[config.mk]
export PLATFORM = sky130hd
export DESIGN_NAME = status_stack
export DESIGN_NICKNAME = d
export VERILOG_FILES = /design/src/rtl/status_stack.sv
export SDC_FILE = /design/constraint.sdc
export NUM_CORES = 1
export LEC_CHECK = 0
export CAP_MARGIN = 20
export CORE_ASPECT_RATIO = 0.6
export CORE_MARGIN = 3
export CORE_UTILIZATION = 57
export DETAILED_ROUTE_END_ITERATION = 8
export GPL_ROUTABILITY_DRIVEN = 0
export PLACE_DENSITY_LB_ADDON = 0.25
export REMOVE_ABC_BUFFERS = 1
export SLEW_MARGIN = 25
export SYNTH_ARGS = -nofsm -noshare
export SYNTH_HDL_FRONTEND = slang
export SYNTH_SLANG_ARGS = --single-unit
[constraint.sdc]
create_clock -name clk -period 3.4 [get_ports clk]
set_clock_uncertainty 0.05 [all_clocks]
set_input_delay 0.68 -clock clk [delete_from_list [all_inputs] [get_ports clk]]
set_output_delay 0.68 -clock clk [all_outputs]
set_load 0.05 [all_outputs]
[src/rtl/status_stack.sv]
// Processor status register with an interrupt/trap save stack (LIFO of status words).
// Define STATUS_STACK_OVF_EN to make a full-stack entry fault instead of overwriting the oldest entry.

package status_stack_pkg;
    typedef enum logic {
        USER       = 1'b0,
        SUPERVISOR = 1'b1
    } mode_t;

    typedef struct packed {
        logic n;
        logic z;
        logic c;
        logic v;
    } alu_status_t;

    typedef struct packed {
        mode_t       mode;
        logic        imask;
        alu_status_t alu_status;
    } status_t;

    localparam status_t STATUS_RESET = '{mode: SUPERVISOR, imask: 1'b1, alu_status: '0};
endpackage

module status_stack
    import status_stack_pkg::*;
#(
    parameter int DEPTH = 4
) (
    input  logic                       clk,
    input  logic                       rst,
    input  logic                       alu_status_we,
    input  alu_status_t                alu_status_in,
    input  logic                       status_we,
    input  status_t                    status_in,
    input  logic                       irq,
    input  logic                       trap_req,
    input  logic                       rti_req,
    output status_t                    status_out,
    output logic                       entry_ack,
    output logic                       busy,
    output logic [$clog2(DEPTH):0]     depth_out,
    output logic                       fault
);

    localparam int PW = $clog2(DEPTH);
    localparam int CW = PW + 1;

    typedef enum logic [1:0] {
        IDLE,
        ENTER,
        EXIT
    } state_t;

    state_t          state, state_nx;
    status_t         stack_mem [DEPTH];
    status_t         status_nx;
    logic [PW-1:0]   top, top_nx;
    logic [CW-1:0]   count, count_nx;
    logic            push_en;
    logic            fault_set;
    logic            entry_ack_nx;
    logic            full;

    assign full      = (count == CW'(DEPTH));
    assign busy      = (state != IDLE);
    assign depth_out = count;

    always_ff @(posedge clk or posedge rst) begin
        if (rst) begin
            state <= IDLE;
        end else begin
            state <= state_nx;
        end
    end

    // top points one past the newest entry; it wraps modulo DEPTH so an
    // overwriting push naturally replaces the oldest slot.
    always_comb begin
        state_nx     = state;
        status_nx    = status_out;
        top_nx       = top;
        count_nx     = count;
        push_en      = 1'b0;
        fault_set    = 1'b0;
        entry_ack_nx = 1'b0;
        case (state)
            IDLE: begin
                if (rti_req) begin
                    if (count != '0) begin
                        state_nx = EXIT;
                    end else begin
                        fault_set = 1'b1;
                    end
                end else if (trap_req || (irq && !status_out.imask)) begin
                    state_nx = ENTER;
`ifdef STATUS_STACK_OVF_EN
                    if (full) begin
                        fault_set = 1'b1;
                    end else begin
                        push_en  = 1'b1;
                        top_nx   = top + 1'b1;
                        count_nx = count + 1'b1;
                    end
`else
                    push_en = 1'b1;
                    top_nx  = top + 1'b1;
                    if (!full) begin
                        count_nx = count + 1'b1;
                    end
`endif
                end else if (status_we) begin
                    if (status_out.mode == SUPERVISOR) begin
                        status_nx = status_in;
                    end else begin
                        status_nx.alu_status = status_in.alu_status;
                    end
                end else if (alu_status_we) begin
                    status_nx.alu_status = alu_status_in;
                end
            end
            ENTER: begin
                status_nx.mode  = SUPERVISOR;
                status_nx.imask = 1'b1;
                entry_ack_nx    = 1'b1;
                state_nx        = IDLE;
            end
            EXIT: begin
                status_nx = stack_mem[top - 1'b1];
                top_nx    = top - 1'b1;
                count_nx  = count - 1'b1;
                state_nx  = IDLE;
            end
            default: begin
                state_nx = IDLE;
            end
        endcase
    end

    always_ff @(posedge clk or posedge rst) begin
        if (rst) begin
            status_out <= STATUS_RESET;
            top        <= '0;
            count      <= '0;
            fault      <= 1'b0;
            entry_ack  <= 1'b0;
        end else begin
            status_out <= status_nx;
            top        <= top_nx;
            count      <= count_nx;
            fault      <= fault | fault_set;
            entry_ack  <= entry_ack_nx;
        end
    end

    // Storage carries no reset; count alone decides which slots are valid.
    always_ff @(posedge clk) begin
        if (push_en && !rst) begin
            stack_mem[top] <= status_out;
        end
    end

endmodule
==> results by group, run 1 <==
Status
  • Status: complete, no violations

Final layout
  • Final core occ: 0.7521
  • # diodes: 0
  • Final instance area: 0.002258 mm2
  • Synth-to-layout area growth: 20.82%
  • Register area: 0.001099 mm2
  • Layout fillers: 200
  • Nets@finish: approximately 190
  • Share of post-route cells with drive strength above 1: 0.1043
  • Multi-input logic area: 704.4 um2
  • Finished Layout Cells: 205

Placement
  • Placed cells: 197
  • DP Area: roughly 0.0022 mm2
  • I/O Buffers: 28
  • HPWL after detailed placement: roughly 2.8 mm

Floorplan
  • Die Width: between 70 and 80 um
  • Die height: 50.36 um
  • Cell Rows: 15
  • Area of the die: 0.004025 mm2
  • IO Pins: 29
  • Starting density of the core: 0.6225
  • Core area: 0.003003 mm2

Worst setup path
  • Top delay family on crit path: buffers and inverters
  • R2R Path Start: state[0]$_DFFE_PP0P_
  • Buf/Inv on CP: 3
  • WP data arrival: 2.07 ns
  • CP max stage delay: 0.83 ns
  • Setup crit start: state[1]$_DFFE_PP0P_
  • Crit path depth: 4
  • Worst Path Required: 2.67 ns
  • R2r setup slk: 1.12 ns
  • Startpoint Class: flip-flop
  • Crit path kind: flip-flop to output pin
  • Worst Path Max Fanout: 6
  • R2r endpoint: depth_out[2]$_DFFE_PP0P_
  • Most used cell, CP: inv_1
  • CP max-delay cell: clkdlybuf4s50_1
  • Worst-path cell chain: inv_1 -> ha_1 -> inv_1 -> clkdlybuf4s50_1
  • Setup crit end: busy
  • Worst R2R Path Depth: 7
  • CP Capture Type: output pin

Global routing
  • First-pass GRT wire length: roughly 6.4 mm
  • Grt ovf: 0
  • All-Layer GR Usage: 0.2223
  • Vias in the first global route: between 1000 and 1500
  • Largest net degree at the start of global routing: 16
  • Initial antenna violation count: 0

Drt
  • Drt drc: 0
  • WL met2: 1.705 mm
  • DR WL met3: 232 um
  • Post-Route M1 WL: 1.832 mm
  • Drt wl/cell: approximately 19 um
  • Drt pass-1 iters: 4
  • DRT antenna net count: 0
  • Highest Signal Layer: met4
  • Vias: 1157
  • Routed WL: 3.856 mm
  • Via density: 5.644
  • DR iter-0 viols: 113

STA
  • Max Slew Vio Count: 0
  • # setup viols final: 0
  • Final hold violation count: 0
  • Slew HR: 0.5949
  • Highest Clock Rate: around 360 MHz
  • Final TNS setup: 0 ns
  • RSZ-0062 raised after global routing: no
  • Worst-Margin Slew: 0.6070 ns
  • Tmin final: 2.797 ns
  • Period utilization: 0.8226

Synthesis
  • Synth Instances: 131
  • EDFF count, synth: 24
  • Yosys top cell by area: edfxtp_1
  • Post-synthesis sequential area ratio: 0.5877
  • Mean Syn Cell Area: 14.27 um2
  • Top-count cell post-synth: edfxtp_1
  • Post-synth top area share: 0.3855
  • Synth area leaders: edfxtp_1, dfrtp_1, mux4_1, ha_1, mux2i_1
  • Most frequent cells after synthesis: edfxtp_1, nand2_1, dfrtp_1, inv_1, ha_1
  • Top_reg_cell synth: edfxtp_1
  • Fraction of registers with async set/reset: 0.3846
  • Synth warn: 0
  • Synth Cell Area: 0.001869 mm2
  • Synth cell types: 40
  • Seq cells post-synth: 39

Clock tree
  • CTS Buffer Depth: 2
  • Root buffer cell: clkbuf_8
  • Setup Buffers After CTS: 0
  • CTS tree: yes
  • Worst skew pair latency: between 0.2 and 0.3 ns
  • TritonCTS buffer count: 5
  • Post-cts resize count: 0
  • H-tree levels: 2
  • Hold_buf cts: 0
  • # clock sinks: 39
  • CTS clk-pin slew, worst paths: ~0.08 ns

Power
  • Worst VDD drop: 0.7077 mV
  • P_leak: a little under 0.0009 uW
  • Total power: 2201 uW
  • Power Density: 974.5 mW/mm2

Job
  • Maxcap violations: 0

Hold path
  • Worst Hold Class: flip-flop to flip-flop
  • Worst min-delay path startpoint: fault$_DFF_PP0_
## sequential cells by signal (all words and copies together), names as in the netlist
register    flops
stack_mem      24
status_out      6
depth_out       3
state           2
top             2
entry_ack       1
fault           1
## cells by family (layout without fill, tap and decap cells)
logic type,count (synthesis),count (layout),synth area share
flip-flops,39,39,0.5877
AND/OR/NAND/NOR,32,32,0.09505
AO/OA/AOI/OAI,21,21,0.08836
buffers and inverters,14,46,0.03547
multiplexers,12,12,0.1124
adder cells (fa/ha/maj),8,8,0.05756
XOR/XNOR,5,5,0.02343
## area by class of cell
cell class	count	area share
Tap cell	42	0.02327
Timing Repair Buffer	28	0.1241
Clock buffer	6	0.03213
Clock inverter	2	0.005540
Multi-Input combinational cell	78	0.3119
Inverter	10	0.01662
Sequential cell	39	0.4864
## how the worst min path moves through the flow
| stage | endpoint | depth (start not counted) |
|---|---|---|
| floorplan | entry_ack$_DFF_PP0_ | 1 |
| global placement | fault$_DFF_PP0_ | 1 |
| detailed placement | fault$_DFF_PP0_ | 1 |
| CTS | fault$_DFF_PP0_ | 1 |
| global route | fault$_DFF_PP0_ | 1 |
| finish | fault$_DFF_PP0_ | 1 |
## metal layers
layer / track usage / vias to the layer above
li1: - / 539
met1: 0.3406 / 565
met2: 0.3008 / 44
met3: 0.05018 / 9
met4: 0.1011 / 0
met5: 0 / -
## stage by stage
step / setup slack, ns / hold WS (ns)
global placement: 0.9617 / 0.4002
floorplan: 1.485 / 0.4644
detailed placement: 0.8575 / 0.4119
finish: 0.6030 / 0.4267
global route: 0.5289 / 0.4482
CTS: 0.6160 / 0.4339
## where the power goes
group	internal [uW]	switching [uW]
clock	143	166
combinational	434	659
sequential	668	131
total	1250	956
## cell usage in the layout, fill, tap and decap left out, types with 3 or more instances in the layout
cell             instances
clkdlybuf4s50_1         28
edfxtp_1                24
ha_1                     7
nand2_1                 14
o21ai_1                  4
inv_1                    9
and2_1                   4
nand2b_1                 3
clkbuf_8                 5
mux4_1                   4
mux2i_1                  6
nor2_1                   5
xnor2_1                  3
o21ai_0                  4
dfrtp_1                 13
## worst register-to-register path, stage by stage (launching register included)
cell	delay, ns
dfrtp_1	0.40
inv_1	0.12
ha_1	0.35
clkinv_1	0.34
fa_1	0.48
xor2_1	0.16
a211oi_2	0.17
xor2_1	0.16
Note: power is estimated with default switching activity, not from simulation.
==> run 2: changes to the inputs <==
Settings changed: CORE_UTILIZATION 57 to 48.
Clock period 3.4 ns to 2.28 ns, I/O delays scaled along.
==> run 2 against run 1 <==
  * Cell count is 4.9% higher
  * First-iteration DRC count is 49% lower
  * Routed wire length increased by 7.1%
  * Clock power grew 50%
==> results by group, run 2 (synthesized netlist as in run 1, its figures left out) <==
Clock tree
  • Post-cts resize count: 0 (unchanged)
  • CTS Buffer Depth: 2 (unchanged)
  • CTS tree: yes
  • H-tree levels: 2 (unchanged)
  • CTS clk-pin slew, worst paths: 0.08 ns (about the same)
  • Setup Buffers After CTS: 0 (unchanged)
  • Hold_buf cts: 0 (unchanged)
  • Worst skew pair latency: 0.29 ns (about the same)
  • # clock sinks: 39 (unchanged)
  • Root buffer cell: clkbuf_8
  • TritonCTS buffer count: 5 (unchanged)

Drt
  • Vias: 1181 (+2.1%)
  • DR iter-0 viols: 58 (-49%)
  • Routed WL: 4.131 mm (+7.1%)
  • Drt pass-1 iters: 4 (unchanged)
  • DRT antenna net count: 0 (unchanged)
  • Drt wl/cell: 19.21 um (+2.1%)
  • Via density: 5.493 (-2.7%)
  • Drt drc: 0 (unchanged)

Global routing
  • Initial antenna violation count: 0 (unchanged)
  • Largest net degree at the start of global routing: 16 (unchanged)
  • All-Layer GR Usage: 0.1998 (-0.02251)
  • Grt ovf: 0 (unchanged)
  • Vias in the first global route: 1168 (+0.69%)
  • First-pass GRT wire length: 6.527 mm (+2.7%)

STA
  • Final TNS setup: 0 ns (unchanged)
  • Highest Clock Rate: 466.2 MHz
  • Period utilization: 0.9408
  • # setup viols final: 0 (unchanged)
  • Worst-Margin Slew: 0.6624 ns (+0.05537 ns)
  • RSZ-0062 raised after global routing: no
  • Slew HR: 0.5579 (-0.03695)
  • Max Slew Vio Count: 0 (unchanged)
  • Final hold violation count: 0 (unchanged)
  • Tmin final: 2.145 ns
  • Setup ws final: 0.1349 ns (-0.4681 ns)

Worst setup path
  • R2r endpoint: stack_mem[3][0]$_DFFE_PP_
  • Worst Path Max Fanout: 6 (unchanged)
  • Worst Path Required: 1.77 ns (-0.90 ns)
  • Buf/Inv on CP: 1 (-2)
  • Worst R2R Path Depth: 6 (-1)
  • CP max stage delay: 0.86 ns (+0.03 ns)
  • CP Capture Type: output pin
  • Crit path kind: flip-flop to output pin
  • Worst-path cell chain: clkdlybuf4s50_1
  • CP max-delay cell: clkdlybuf4s50_1
  • Top delay family on crit path: buffers and inverters
  • Startpoint Class: flip-flop
  • WP data arrival: 1.64 ns (-0.43 ns)
  • R2R Path Start: state[1]$_DFFE_PP0P_
  • R2r setup slk: 0.29 ns (-0.83 ns)

Status
  • Status: complete, no violations

Final layout
  • Finished Layout Cells: 215 (+4.9%)
  • Nets@finish: 194 (+3.7%)
  • Top reg by flops: stack_mem
  • Multi-input logic area: 704.4 um2 (unchanged)
  • Commonest non-fill, non-tap cell in the layout: clkdlybuf4s50_1
  • Most frequent cells in the layout: clkdlybuf4s50_1, edfxtp_1, nand2_1, dfrtp_1, buf_4
  • Register area: 0.001099 mm2 (unchanged)
  • Layout fillers: 266 (+33%)
  • Share of post-route cells with drive strength above 1: 0.1588 (+0.05453)
  • Number of flip-flops in the largest register: 24 (unchanged)
  • Synth-to-layout area growth: 23.43%
  • Final core occ: 0.6624 (-0.08973)
  • # diodes: 0 (unchanged)

Power
  • P_leak: 0.0009145 uW (+4.1%)
  • Worst VDD drop: 0.9012 mV (+27%)
  • Power Density: 1459 mW/mm2 (+50%)
  • Total power: 3365 uW (+53%)

Placement
  • Placed cells: 207 (+5.1%)
  • I/O Buffers: 28 (unchanged)
  • Setup WS pre-CTS: 0.05836 ns (-0.7992 ns)
  • HPWL after detailed placement: 3.110 mm (+10%)

Floorplan
  • Cell Rows: 16 (+1)
  • Core area: 0.003483 mm2 (+16%)
  • Die height: 54.34 um (+7.9%)
  • Area of the die: 0.004704 mm2 (+17%)
  • Die Width: 86.57 um (+8.3%)
  • IO Pins: 29 (unchanged)
  • Starting density of the core: 0.5366 (-0.08586)

Hold path
  • Hold Path Depth: 1 (unchanged)
  • Hold Path Sink: fault$_DFF_PP0_
  • Worst Hold Class: flip-flop to flip-flop
  • Worst min-delay path startpoint: fault$_DFF_PP0_

Job
  • Maxcap violations: 0 (unchanged)
## run 2: final cells by class
| class | instances | area share |
|---|---|---|
| Timing Repair Buffer | 35 | 0.1410 |
| Multi-Input combinational cell | 78 | 0.3053 |
| Clock buffer | 6 | 0.03145 |
| Sequential cell | 39 | 0.4761 |
| Inverter | 10 | 0.01627 |
| Tap cell | 45 | 0.02440 |
| Clock inverter | 2 | 0.005423 |
## run 2: stage by stage
| stage | instance area, um2 | hold slack (ns) |
|---|---|---|
| 6_report | 2307 | 0.4338 |
| 5_1_grt | 2307 | 0.4555 |
| 4_1_cts | 2307 | 0.4365 |
| 3_5_place_dp | 2222 | 0.4172 |
| 3_3_place_gp | 2222 | 0.3985 |
| 2_1_floorplan | 1841 | 0.3060 |
## run 2: metal layers
metal / global-route usage / vias up / part of all wire
met5: 0 / - / 0
met3: 0.06015 / 5 / 0.092
met2: 0.2513 / 47 / 0.40
li1: - / 557 / -
met1: 0.3197 / 572 / 0.50
met4: 0.06218 / 0 / 0.0092
## run 2: where the power goes
| group | switching, uW | leakage [uW] | internal [uW] |
|---|---|---|---|
| Sequential | 165 | 0.000396 | 997 |
| Clock | 248 | 0.0000412 | 214 |
| Combinational | 1050 | 0.000478 | 696 |
| Total | 1460 | 0.000914 | 1910 |
## run 2: worst max-delay path by stage
stage | end | slack (ns) | cells past startpoint | start
after floorplan | depth_out[2]$_DFFE_PP0P_ | 0.36 | 7 | state[0]$_DFFE_PP0P_
after global placement | stack_mem[2][2]$_DFFE_PP_ | 0.14 | 5 | irq
after detailed placement | stack_mem[2][0]$_DFFE_PP_ | 0.06 | 5 | irq
after CTS | status_out[0] | 0.12 | 1 | status_out[0]$_DFFE_PP0P_
after global routing | status_out[0] | 0.07 | 1 | status_out[0]$_DFFE_PP0P_
final | status_out[0] | 0.13 | 1 | status_out[0]$_DFFE_PP0P_
==> run 3: changes to the inputs <==
Settings changed: ABC_CLOCK_PERIOD_IN_PS from default to 1700, HOLD_SLACK_MARGIN from default to 0.08.
Clock period 2.28 ns to 1.7 ns, I/O delays scaled along.
==> run 3 against run 2 <==
  * The run now ends with setup timing left
  * Non-clock buffer count is 22 higher
  * Critical path depth is 4 higher
  * Sequential share of layout area is 6.0 points lower
  * Die area stayed put
  * Hold slack worse by 0.049 ns
  * Total power is 59% higher
  * Global-route usage is 1.4 points higher
  * Clock-buffer cell count is 1 lower
  * First-iteration DRC count grew to 2.5 times the previous value
  * Combinational power is 83% higher
  * Worst setup slack worse by 0.20 ns
  * Largest power group unchanged
==> results by group, run 3 (synthesized netlist as in run 1, its figures left out) <==
Status
  • Status: finished with violations
  • Failing checks: setup timing

Worst setup path
  • R2r setup slk: -0.03 ns (-0.32 ns)
  • CP Capture Type: output pin
  • WP data arrival: 1.38 ns (-0.26 ns)
  • R2r endpoint: status_out[5]$_DFFE_PP1P_
  • Startpoint Class: flip-flop
  • Setup crit start: state[0]$_DFFE_PP0P_
  • Crit path kind: flip-flop to output pin
  • Worst R2R Path Depth: 8 (+2)
  • R2R Path Start: state[0]$_DFFE_PP0P_
  • Worst Path Max Fanout: 5 (-1)
  • Worst Path Required: 1.31 ns (-0.46 ns)

Final layout
  • Synth-to-layout area growth: 41.30%
  • Most frequent cells in the layout: buf_4, edfxtp_1, clkdlybuf4s50_1, nand2_1, dfrtp_1
  • Top reg by flops: stack_mem
  • Final instance area: 0.002641 mm2 (+14%)
  • Commonest non-fill, non-tap cell in the layout: buf_4
  • Finished Layout Cells: 237 (+10%)
  • Share of post-route cells with drive strength above 1: 0.3854 (+0.2266)
  • # diodes: 0 (unchanged)
  • Number of flip-flops in the largest register: 24 (unchanged)
  • Nets@finish: 216 (+11%)

Clock tree
  • H-tree levels: 2 (unchanged)
  • Root buffer cell: clkbuf_8
  • Worst skew pair latency: 0.30 ns (about the same)
  • CTS clk-pin slew, worst paths: 0.08 ns (about the same)
  • CTS tree: yes
  • Hold_buf cts: 0 (unchanged)
  • # clock sinks: 39 (unchanged)
  • CTS Buffer Depth: 2 (unchanged)
  • TritonCTS buffer count: 5 (unchanged)

Floorplan
  • Die Width: 86.57 um (unchanged)
  • Die height: 54.34 um (unchanged)
  • Area of the die: 0.004704 mm2 (unchanged)
  • Starting density of the core: 0.5366 (unchanged)
  • IO Pins: 29 (unchanged)
  • Cell Rows: 16 (unchanged)
  • Core area: 0.003483 mm2 (unchanged)

Global routing
  • Largest net degree at the start of global routing: 16 (unchanged)
  • All-Layer GR Usage: 0.2138 (+0.01396)
  • Grt ovf: 0 (unchanged)
  • Vias in the first global route: 1378 (+18%)
  • Initial antenna violation count: 0 (unchanged)
  • First-pass GRT wire length: 7.134 mm (+9.3%)

STA
  • Worst-Margin Slew: 0.2985 ns (-0.3639 ns)
  • Final hold violation count: 0 (unchanged)
  • Period utilization: 1.040
  • Tmin final: 1.769 ns
  • RSZ-0062 raised after global routing: yes
  • # setup viols final: 2 (+2)
  • Slew HR: 0.8002 (+0.2422)
  • Setup ws final: -0.06853 ns (-0.2034 ns)
  • Highest Clock Rate: 565.4 MHz
  • Max Slew Vio Count: 0 (unchanged)

Placement
  • HPWL after detailed placement: 3.238 mm (+4.1%)
  • I/O Buffers: 28 (unchanged)
  • DP Area: 0.002425 mm2 (+9.1%)
  • Placed cells: 222 (+7.2%)
  • Setup WS pre-CTS: -0.4249 ns (-0.4833 ns)

Power
  • P_leak: 0.001080 uW (+18%)
  • Total power: 5353 uW (+59%)
  • Power Density: 2027 mW/mm2 (+39%)
  • Worst VDD drop: 1.536 mV (+70%)

Drt
  • DR iter-0 viols: 145 (+150%)
  • Drt pass-1 iters: 4 (unchanged)
  • Drt wl/cell: 19.32 um (+0.53%)
  • Vias: 1301 (+10%)
  • Via density: 5.489 (about the same)
  • DRT antenna net count: 0 (unchanged)
  • Drt drc: 0 (unchanged)
  • Routed WL: 4.578 mm (+11%)

Job
  • Maxcap violations: 0 (unchanged)

Hold path
  • Worst Hold Class: primary input to asynchronous set/reset pin
run 3: cell count changes in the layout (fill, tap and decap cells not counted), sizes merged:
cell,before,now
inv,9,8
clkinvlp,1,3
buf,10,41
clkbuf,6,5
clkdlybuf4s50,25,16
run 3: layer usage:
layer  GRT usage  wire [um]  up-vias
met3     0.06015        316       12
met1      0.3005       2128      641
met5           0          0        -
met4     0.09067         84        0
li1            -          -      601
met2      0.3147       2049       47
run 3: worst max-delay path by stage:
| stage | endpoint | cells after the start |
|---|---|---|
| finish | busy | 5 |
| CTS | status_out[5]$_DFFE_PP1P_ | 8 |
| floorplan | depth_out[2]$_DFFE_PP0P_ | 7 |
| global placement | stack_mem[3][5]$_DFFE_PP_ | 5 |
| global route | busy | 5 |
| detailed placement | stack_mem[3][4]$_DFFE_PP_ | 5 |
run 3: area by class of cell:
class	count	area [um2]
Clock buffer	5	68.82
Clock inverter	3	20.02
Fill cell	215	842.1
Inverter	10	42.54
Multi-Input combinational cell	78	763.2
Sequential cell	39	1099
Tap cell	45	56.30
Timing Repair Buffer	57	591.8
run 3: report_power, final:
group | switching [uW] | internal (uW)
combinational | 1650 | 1530
sequential | 218 | 1330
clock | 334 | 285
run 3: critical path, cell delays in order, from the launching register on:
cell	delay (ns)
dfrtp_1	0.39
inv_2	0.12
ha_4	0.18
buf_6	0.13
clkinvlp_4	0.10
buf_12	0.16
run 3: what timing repair did:
| item | in CTS | in global routing |
|---|---|---|
| resized for setup | 18 | 7 |
| setup buffers | 6 | 1 |
| endpoints found under the setup margin | 33 | 26 |
| cloned | 0 | 0 |
| pin swaps | 4 | 4 |
run 3: metrics by stage:
stage / utilization / setup TNS, ns / hold WS [ns]
2_1_floorplan: - / -2.071 / 0.1900
3_3_place_gp: 0.6961 / -7.691 / 0.4006
3_5_place_dp: 0.6961 / -9.927 / 0.4078
4_1_cts: 0.7493 / -0.09638 / 0.3488
5_1_grt: 0.7583 / -0.6160 / 0.4283
6_report: 0.7583 / -0.09422 / 0.3852
